`config.mk`:
```
export PLATFORM = sky130hd
export DESIGN_NAME = tl_sched_flat
export DESIGN_NICKNAME = d
export VERILOG_FILES = /design/src/rtl/tl_sched_if.sv /design/src/rtl/tl_sched.sv /design/src/flat_wrapper.sv
export SDC_FILE = /design/constraint.sdc
export NUM_CORES = 1
export LEC_CHECK = 0
export CAP_MARGIN = 20
export CORE_MARGIN = 3
export CORE_UTILIZATION = 52
export DETAILED_ROUTE_END_ITERATION = 8
export DONT_BUFFER_PORTS = 1
export GPL_ROUTABILITY_DRIVEN = 1
export GPL_TIMING_DRIVEN = 0
export HOLD_SLACK_MARGIN = 0.02
export PLACE_DENSITY = 0.67
export RECOVER_POWER = 50
export SYNTH_ARGS = -nofsm -noshare
export SYNTH_HDL_FRONTEND = slang
export SYNTH_SLANG_ARGS = --single-unit
export TNS_END_PERCENT = 1
```
`constraint.sdc`:
```
create_clock -name clk -period 3.55 [get_ports clk]
set_clock_uncertainty 0.2 [all_clocks]
set_input_delay 0.355 -clock clk [delete_from_list [all_inputs] [get_ports clk]]
set_output_delay 0.355 -clock clk [all_outputs]
set_load 0.02 [all_outputs]
```
`src/rtl/tl_sched_if.sv`:
```
// Sensor, pedestrian and lamp signals between the intersection and tl_sched.
// The slave side is the scheduler. The master side is whatever drives the sensors and reads the lamps.
interface tl_sched_if;
    logic       Ta;
    logic       Tb;
    logic       ped_req;
    logic [1:0] La;
    logic [1:0] Lb;
    logic       walk;
    logic       ped_pend;

    modport master (
        output Ta, Tb, ped_req,
        input  La, Lb, walk, ped_pend
    );

    modport slave (
        input  Ta, Tb, ped_req,
        output La, Lb, walk, ped_pend
    );
endinterface

```
`src/rtl/tl_sched.sv`:
```
// Two-road traffic-light phase scheduler with a latched pedestrian all-red walk phase.
// Lamps are a pure Moore decode of the phase register.
module tl_sched #(
    parameter int T_MIN_GREEN = 4,
    parameter int T_MAX_GREEN = 8,
    parameter int T_YELLOW    = 2,
    parameter int T_WALK      = 3,
    parameter int TW          = 5
) (
    input  logic         clk,
    input  logic         reset_n,
    tl_sched_if.slave    bus
);
    typedef enum logic [2:0] {S_AG, S_AY, S_BG, S_BY, S_WALK} state_t;

    localparam logic [TW-1:0] C_MIN  = TW'(T_MIN_GREEN - 1);
    localparam logic [TW-1:0] C_MAX  = TW'(T_MAX_GREEN - 1);
    localparam logic [TW-1:0] C_YEL  = TW'(T_YELLOW - 1);
    localparam logic [TW-1:0] C_WALK = TW'(T_WALK - 1);

    state_t        r_state, w_state_next;
    logic [TW-1:0] r_tmr, w_tmr_next, w_tmr_exit;
    logic          r_pend, w_pend_next;
    logic          r_nxt_b, w_nxt_b_next;
    logic          w_pend_eff;

    // A request arriving in the last yellow cycle still diverts that exit to WALK.
    assign w_pend_eff = r_pend | bus.ped_req;

    always_comb begin
        w_state_next = r_state;
        w_nxt_b_next = r_nxt_b;
        w_tmr_exit   = '0;
        case (r_state)
            S_AG: begin
                w_tmr_exit = C_MAX;
                if (r_tmr >= C_MIN && (bus.Tb || r_pend) && (!bus.Ta || r_tmr == C_MAX))
                    w_state_next = S_AY;
            end
            S_AY: begin
                w_tmr_exit = C_YEL;
                if (r_tmr == C_YEL) begin
                    if (w_pend_eff) begin
                        w_state_next = S_WALK;
                        w_nxt_b_next = 1'b1;
                    end else begin
                        w_state_next = S_BG;
                    end
                end
            end
            S_BG: begin
                w_tmr_exit = C_MAX;
                if (r_tmr >= C_MIN && (bus.Ta || r_pend) && (!bus.Tb || r_tmr == C_MAX))
                    w_state_next = S_BY;
            end
            S_BY: begin
                w_tmr_exit = C_YEL;
                if (r_tmr == C_YEL) begin
                    if (w_pend_eff) begin
                        w_state_next = S_WALK;
                        w_nxt_b_next = 1'b0;
                    end else begin
                        w_state_next = S_AG;
                    end
                end
            end
            S_WALK: begin
                w_tmr_exit = C_WALK;
                if (r_tmr == C_WALK)
                    w_state_next = r_nxt_b ? S_BG : S_AG;
            end
            default: begin
                w_state_next = S_AG;
            end
        endcase
    end

    // Timer restarts on every phase change and otherwise saturates at the phase exit value.
    always_comb begin
        w_tmr_next = r_tmr;
        if (w_state_next != r_state)
            w_tmr_next = '0;
        else if (r_tmr < w_tmr_exit)
            w_tmr_next = r_tmr + 1'b1;
    end

    always_comb begin
        w_pend_next = r_pend;
        if (r_state != S_WALK && w_state_next == S_WALK)
            w_pend_next = 1'b0;
        else if (r_state != S_WALK && bus.ped_req)
            w_pend_next = 1'b1;
    end

    always_ff @(posedge clk or negedge reset_n) begin
        if (!reset_n) begin
            r_state <= S_AG;
            r_tmr   <= '0;
            r_pend  <= 1'b0;
            r_nxt_b <= 1'b1;
        end else begin
            r_state <= w_state_next;
            r_tmr   <= w_tmr_next;
            r_pend  <= w_pend_next;
            r_nxt_b <= w_nxt_b_next;
        end
    end

    always_comb begin
        bus.La   = 2'b10;
        bus.Lb   = 2'b10;
        bus.walk = 1'b0;
        case (r_state)
            S_AG:    bus.La   = 2'b00;
            S_AY:    bus.La   = 2'b01;
            S_BG:    bus.Lb   = 2'b00;
            S_BY:    bus.Lb   = 2'b01;
            S_WALK:  bus.walk = 1'b1;
            default: bus.La   = 2'b00;
        endcase
        bus.ped_pend = r_pend;
    end
endmodule

```
`src/flat_wrapper.sv`:
```
// flat-port wrapper written by rule: the top's interface ports become plain ports
module tl_sched_flat 
#(
    parameter int T_MIN_GREEN = 4,
    parameter int T_MAX_GREEN = 8,
    parameter int T_YELLOW    = 2,
    parameter int T_WALK      = 3,
    parameter int TW          = 5
)
  (clk, reset_n, bus_Ta, bus_Tb, bus_ped_req, bus_La, bus_Lb, bus_walk, bus_ped_pend);
  tl_sched_if bus_i ();
  input  logic clk;
  input  logic reset_n;
  input wire logic [$bits(bus_i.Ta)-1:0] bus_Ta;
  input wire logic [$bits(bus_i.Tb)-1:0] bus_Tb;
  input wire logic [$bits(bus_i.ped_req)-1:0] bus_ped_req;
  output wire logic [$bits(bus_i.La)-1:0] bus_La;
  output wire logic [$bits(bus_i.Lb)-1:0] bus_Lb;
  output wire logic [$bits(bus_i.walk)-1:0] bus_walk;
  output wire logic [$bits(bus_i.ped_pend)-1:0] bus_ped_pend;
  assign bus_i.Ta = bus_Ta;
  assign bus_i.Tb = bus_Tb;
  assign bus_i.ped_req = bus_ped_req;
  assign bus_La = bus_i.La;
  assign bus_Lb = bus_i.Lb;
  assign bus_walk = bus_i.walk;
  assign bus_ped_pend = bus_i.ped_pend;
  tl_sched #(.T_MIN_GREEN(T_MIN_GREEN), .T_MAX_GREEN(T_MAX_GREEN), .T_YELLOW(T_YELLOW), .T_WALK(T_WALK), .TW(TW)) u_core (.clk(clk), .reset_n(reset_n), .bus(bus_i));
endmodule
```
== Word level (Yosys, flattened, before mapping) ==
Index checks and enable logic that the tools add are counted.

* Flip-flop bits (word level): 10
* Input bits: 5
* Output and inout port bits: 6
* Logic and storage cells: 64

* $add $sub $neg: 1
* Order comparisons: 2
* Equality and inequality tests: 14
* Multiplexer cells: 22
* Bitwise logic cells: 1
* Reductions and logical operators: 20

{| class="wikitable"
|+ Operators with widths
! operator !! number
|-
| 3-bit 2-to-1 mux || 7
|-
| 3-bit one-hot mux with 5 select lines || 1
|-
| 5-bit 2-to-1 mux || 2
|-
| 3-bit one-hot mux with 3 select lines || 1
|-
| 2-bit by 1-bit != test with 1-bit output, second input constant || 4
|-
| 2-bit one-hot mux with 2 select lines || 2
|-
| 1-bit 2-to-1 mux || 7
|-
| 3-bit by 2-bit == test with 1-bit output, second input constant || 2
|-
| 3-bit == test, second input constant || 2
|-
| 1-bit logical AND || 6
|-
| 2-bit nonzero test || 3
|-
| 5-bit by 1-bit adder with 5-bit output, second input constant || 1
|-
| 5-bit by 1-bit == test with 1-bit output, second input constant || 1
|-
| 5-bit by 2-bit == test with 1-bit output, second input constant || 1
|-
| 5-bit by 3-bit == test with 1-bit output, second input constant || 1
|-
| 5-bit by 2-bit >= comparator with 1-bit output, second input constant || 1
|-
| 5-bit by 3-bit less-than comparator with 1-bit output || 1
|-
| 5-bit AND reduction || 1
|-
| 1-bit logical OR || 4
|-
| 2-bit OR reduction || 2
|-
| 3-bit by 1-bit == test with 1-bit output, second input constant || 1
|-
| 3-bit logical NOT || 1
|-
| 3-bit != test || 1
|-
| 3-bit != test, second input constant || 1
|-
| 5 further kinds || 6
|}

== Logic depth before layout (Yosys ltp) ==
* Depth in word-level cells: 8
* Gate-level depth with buffers: 8
* Gate-level depth less buffers: 7

== Worst setup path after synthesis ==
OpenSTA, ideal clock, no wires.

* Path kind: register -> register
* From: register u_core.r_state[2]
* To: register u_core.r_tmr[3]
* Library setup time: 0.087 ns
* Data arrival time: 1.830 ns
* Required time: 3.263 ns
* Slack: 1.434 ns
* Cell stages (with the launch flop): 8
* Path buffers: 1
* Clock period less this slack: 2.116 ns
* Cells stage by stage: dfrtp_1 > buf_6 > or2_2 > ha_1 > nor2_1 > a21oi_2 > or4_1 > a211oi_2

* Cells in the longest elaborated chain, start to end: 5
* Elaborated cells on any way between the ends: 18
* Those cells by class: order compare (1); eq/ne (5); mux (8); reduce/logical (4)

{| class="wikitable"
|+ RTL lines
! element !! RTL line !! RTL
|-
| start: declaration || tl_sched.sv:21 || <nowiki>state_t r_state, w_state_next;</nowiki>
|-
| start signal: assignment || tl_sched.sv:102 || <nowiki>r_state <= w_state_next;</nowiki>
|-
| 3-bit by 1-bit == test with 1-bit output, or another cell as far along || tl_sched.sv:34 || <nowiki>case (r_state)</nowiki>
|-
| 2-bit OR reduction (no line) || n/a ||
|-
| 3-bit one-hot mux with 3 select lines || tl_sched.sv:34 ||
|-
| 5-bit by 3-bit less-than comparator with 1-bit output || tl_sched.sv:83 || <nowiki>else if (r_tmr < w_tmr_exit)</nowiki>
|-
| 2-bit nonzero test (no line) || n/a ||
|-
| end signal: assignment || tl_sched.sv:103 || <nowiki>r_tmr <= w_tmr_next;</nowiki>
|-
| end: declaration || tl_sched.sv:22 || <nowiki>logic [TW-1:0] r_tmr, w_tmr_next, w_tmr_exit;</nowiki>
|}

Parallel ways exist; a longest one is shown, timed or not.
A chain may end at the register's enable or synchronous reset.

== Worst setup path in the final report ==
* From: register u_core.r_tmr[1]
* To: register u_core.r_tmr[1]

* Cells in the longest elaborated chain, start to end: 7
* Elaborated cells on any way between the ends: 22
* Those cells by class: add/sub (1); order compare (2); eq/ne (4); mux (8); reduce/logical (7)

{| class="wikitable"
|+ RTL lines
! element !! RTL line !! RTL
|-
| 5-bit by 2-bit >= comparator with 1-bit output / 5-bit by 3-bit == test with 1-bit output (equally long branches) || tl_sched.sv:37, tl_sched.sv:53 ||
|-
| 1-bit logical AND, or another cell as far along || tl_sched.sv:53 || <nowiki>if (r_tmr >= C_MIN && (bus.Ta || r_pend) && (!bus.Tb || r_tmr == C_MAX))</nowiki>
|-
| 1-bit logical AND (on tied branches) || tl_sched.sv:53, tl_sched.sv:37 ||
|-
| 3-bit 2-to-1 mux (on tied branches) || tl_sched.sv:53, tl_sched.sv:37 ||
|-
| 3-bit one-hot mux with 5 select lines || tl_sched.sv:34 ||
|-
| 3-bit != test || tl_sched.sv:81 || <nowiki>if (w_state_next != r_state)</nowiki>
|-
| 5-bit 2-to-1 mux / 2-bit nonzero test (equally long branches) || n/a ||
|}

Parallel ways exist; a longest one is shown, timed or not. The select of a mux whose other input is x is not followed.

==> key figures <==
Global route
  – Final global-route overflow total: 0
  – Global-route layer with the greatest usage: met2
  – Met2 GRT Util: roughly 31%
  – Number of antenna violations at the first check in global routing: 0
  – Global-route usage over all layers: about 20%
  – Wire length of the first global-routing pass: just under 3 mm
  – Fraction of met3 tracks used by global routing: about 4.7%
  – Pin count of the biggest net entering global routing: 11
  – Met1 track utilization from global routing: roughly 27%
  – Number of global-route vias before repair: 647

CTS
  – CTS Root Buffer Type: clkbuf_4
  – Clock slew at reported path FFs: ~0.07 ns
  – CTS H-Tree Depth: 1
  – Total setup buffers inserted after CTS: 0
  – CTS tree: done
  – CTS Buf Count: 3
  – CTS Hold Bufs: 1
  – PostCTS Resize Cnt: 0
  – Clock insertion delay at the later pin of the skew report: 0.27 ns
  – Maximum buffer depth of the clock tree: 2
  – Clk sink count: 10

Yosys
  – Flip-flop and latch count after synthesis: 10
  – Number of enable flip-flop cells after synthesis: 0
  – Count of warnings emitted by yosys: 0
  – Primary FF master, synth: dfrtp_1
  – Mapped Nets: roughly 100
  – Gate count of the mapped netlist: 88
  – Number of distinct standard cells referenced by the synthesized netlist: 39
  – Proportion of register bits with asynchronous set or reset after synthesis: 100.0%
  – Synth Area in Compound Gates: roughly 26%
  – Proportion of synthesized chip area in sequential cells: approximately 31%
  – Portion of netlist area occupied by mux cells: about 5.5%
  – Post-Synth Adder-Cell Area: about 7.6%
  – Dominant combinational cell family by area after synthesis: compound AO/OA/AOI/OAI gates
  – Simple-gate share of the synthesized area: around 22%
  – Syn Std Cell Area: ~800 µm²
  – Xor/xnor cell area share of the yosys netlist: 0%
  – Mean cell area of the mapped netlist: 9.356 µm²

Critical path
  – Number of stages on the worst setup path: 6
  – Critical setup path kind: reg -> reg
  – Critical Path Max Stage Delay: about 0.95 ns
  – Slowest stage cell on the critical path: nor4b_1
  – Launch point of the worst path: u_core.r_tmr[1]
  – Critical-path maximum fanout: 6
  – R2r worst-path depth: 6
  – Capturing point of the worst reg2reg path: u_core.r_tmr[1]
  – Launching point of the worst reg2reg path: u_core.r_tmr[1]
  – Crit-path leading delay family: simple AND/OR/NAND/NOR gates
  – Data arrival time at the worst-slack endpoint: about 2.5 ns
  – Element type at the critical path end: flip-flop
  – Required time of the critical path: approximately 3.5 ns
  – Critical path buffers and inverters: 1
  – Category of the worst setup path launch point: flip-flop
  – Critical Path, Cell by Cell: inv_1 -> ha_1 -> nor4b_1 -> a21oi_1 -> o21ai_2 -> a211oi_1
  – R2R Setup Slk: between 0.9 and 1 ns

Placement
  – Post-placement worst setup slack: ~1.2 ns
  – # port buffers: 0
  – Final HPWL from detailed placement: approximately 1.3 mm
  – Final Wtd Congestion: 0.7440
  – Total cell area at the placement stage: approximately 840 µm²
  – Count of placed standard cells including taps: slightly above 100

Floorplan
  – Effective utilization at floorplan: 58.86%
  – Number of ports placed on the die boundary: 11
  – Core footprint: around 1400 µm²
  – Die span in x: ~46 µm
  – Chip Height: 45.79 µm
  – Cell Rows: 13
  – Total die area: between 2000 and 2500 µm²

STA
  – RSZ-0062 raised after global routing: no
  – Post-route minimum period: approximately 2.6 ns
  – Maximum clock frequency: approximately 390 MHz
  – Slack of the critical path: about 1.0 ns
  – Relative max-transition margin: roughly a fifth
  – Transition at the pin with the smallest max-transition slack: approximately 1.2 ns
  – Ratio of final minimum period to clock period: 71.96%
  – Final hold viol count: 0
  – Final number of setup-violating endpoints: 0
  – Max Slew Vio Count: 0
  – Setup TNS: 0 ns

Final layout
  – Number of diodes: 0
  – Post-route standard cell area excluding fillers: approximately 860 µm²
  – Layout net count: 104
  – Area growth, synth to finish: 4.863%
  – Share of final-layout standard cells stronger than drive strength 1: 21.51%
  – Most common cell after layout, fill and taps aside: dfrtp_1
  – Highest-count cells in the layout ignoring fill and taps: dfrtp_1 (9), inv_1 (8), nand2_1 (7), nor2_1 (6), ha_1 (5)
  – Final cell count without fillers: roughly 110

Power and ir drop
  – Maximum vdd drop: 0.0005239 V
  – Final Power: approximately 760 µW
  – Pwr per Cell Area: 878.9 nW/µm²
  – Leakage power: 0.0003826 µW

Worst hold path
  – Hold-critical path depth: 2
  – Hold Crit Class: in -> reg
  – Start point of the worst min-delay path: bus_ped_req
  – Endpoint with the worst hold slack: u_core.bus.ped_pend

Drt
  – Average vias per placed instance: between 6 and 7
  – Number of search-and-repair iterations in the first detailed-routing pass: 4
  – Residual antenna-violating net count after detailed routing: 0
  – Routed wire length: around 1.7 mm
  – Routed length per instance: 15.93 µm
  – Total number of vias: ~670
  – Count of routing violations after the opening detailed-route iteration: 12
  – Post-detailed-route DRC marker count: 0

Run status
  – Outcome: complete, no violations

Job
  – Maxcap violations: 0
-- metrics by stage --
stage               util (%)  hold WS [ns]
floorplan                  -       -0.1406
global placement       60.20       -0.1403
detailed placement     60.20       -0.1403
CTS                    62.79       0.07974
global route           61.72       0.07432
finish                 61.72       0.08439
-- state kept, by name (all words and copies together), names as in the netlist --
register / flops
u_core.r_nxt_b: 1
u_core.r_tmr: 5
u_core.r_state: 3
u_core.bus.ped_pend: 1
-- logic make-up after synthesis --
kind of cell    count (synthesis)
buf+inv                        13
flops                          10
mux                             4
fa+ha+maj                       5
compound gates                 27
simple gates                   29
-- where the power goes --
group          switching [µW]  internal (µW)  total, µW
Sequential               63.2            162        225
Combinational             268            181        450
Clock                    40.6           43.5       84.1
-- synthesized netlist by cell type, drive strengths merged (2+ instances only) --
library cell  n  area (µm²)
nor3b         2       20.02
dfrtp         9       225.2
buf           4       35.03
nand2         7       26.28
o21ai         7       46.30
mux2i         3       30.03
inv           8       30.03
ha            5       62.56
a21oi         4       23.77
o31ai         3       22.52
and3          2       12.51
nor4b         2       32.53
or2           2       12.51
nor2          7       28.78
or3           2       12.51
a21boi        2       15.01
or4           2       15.01
a211oi        4       35.03
-- worst max path at each step --
stage                                 end
after CTS                 u_core.r_tmr[1]
after detailed placement  u_core.r_tmr[1]
after floorplan           u_core.r_tmr[3]
after global routing      u_core.r_tmr[1]
after global placement    u_core.r_tmr[1]
final                     u_core.r_tmr[1]
-- worst register-to-register path, stage by stage, from the launching register on --
cell and delay [ns]:
dfrtp_1 0.46, inv_1 0.09, ha_1 0.13, nor4b_1 0.95, a21oi_1 0.18, o21ai_2 0.32, a211oi_1 0.10
-- area by class of cell --
type | instances | area (µm²)
multi-input cells | 65 | 488.0
clock buffers | 4 | 26.28
fillers | 120 | 535.5
inverters | 8 | 30.03
flip-flops and latches | 10 | 251.5
repair buffers | 1 | 10.01
well taps | 15 | 18.77
plain buffers | 5 | 38.79
-- per-layer routing --
metal	share of wire [%]	vias to the layer above
met5	0	-
met4	1.7	0
met3	2.6	5
met2	44	11
met1	52	323
li1	-	332
(Power assumes the default switching activity.)
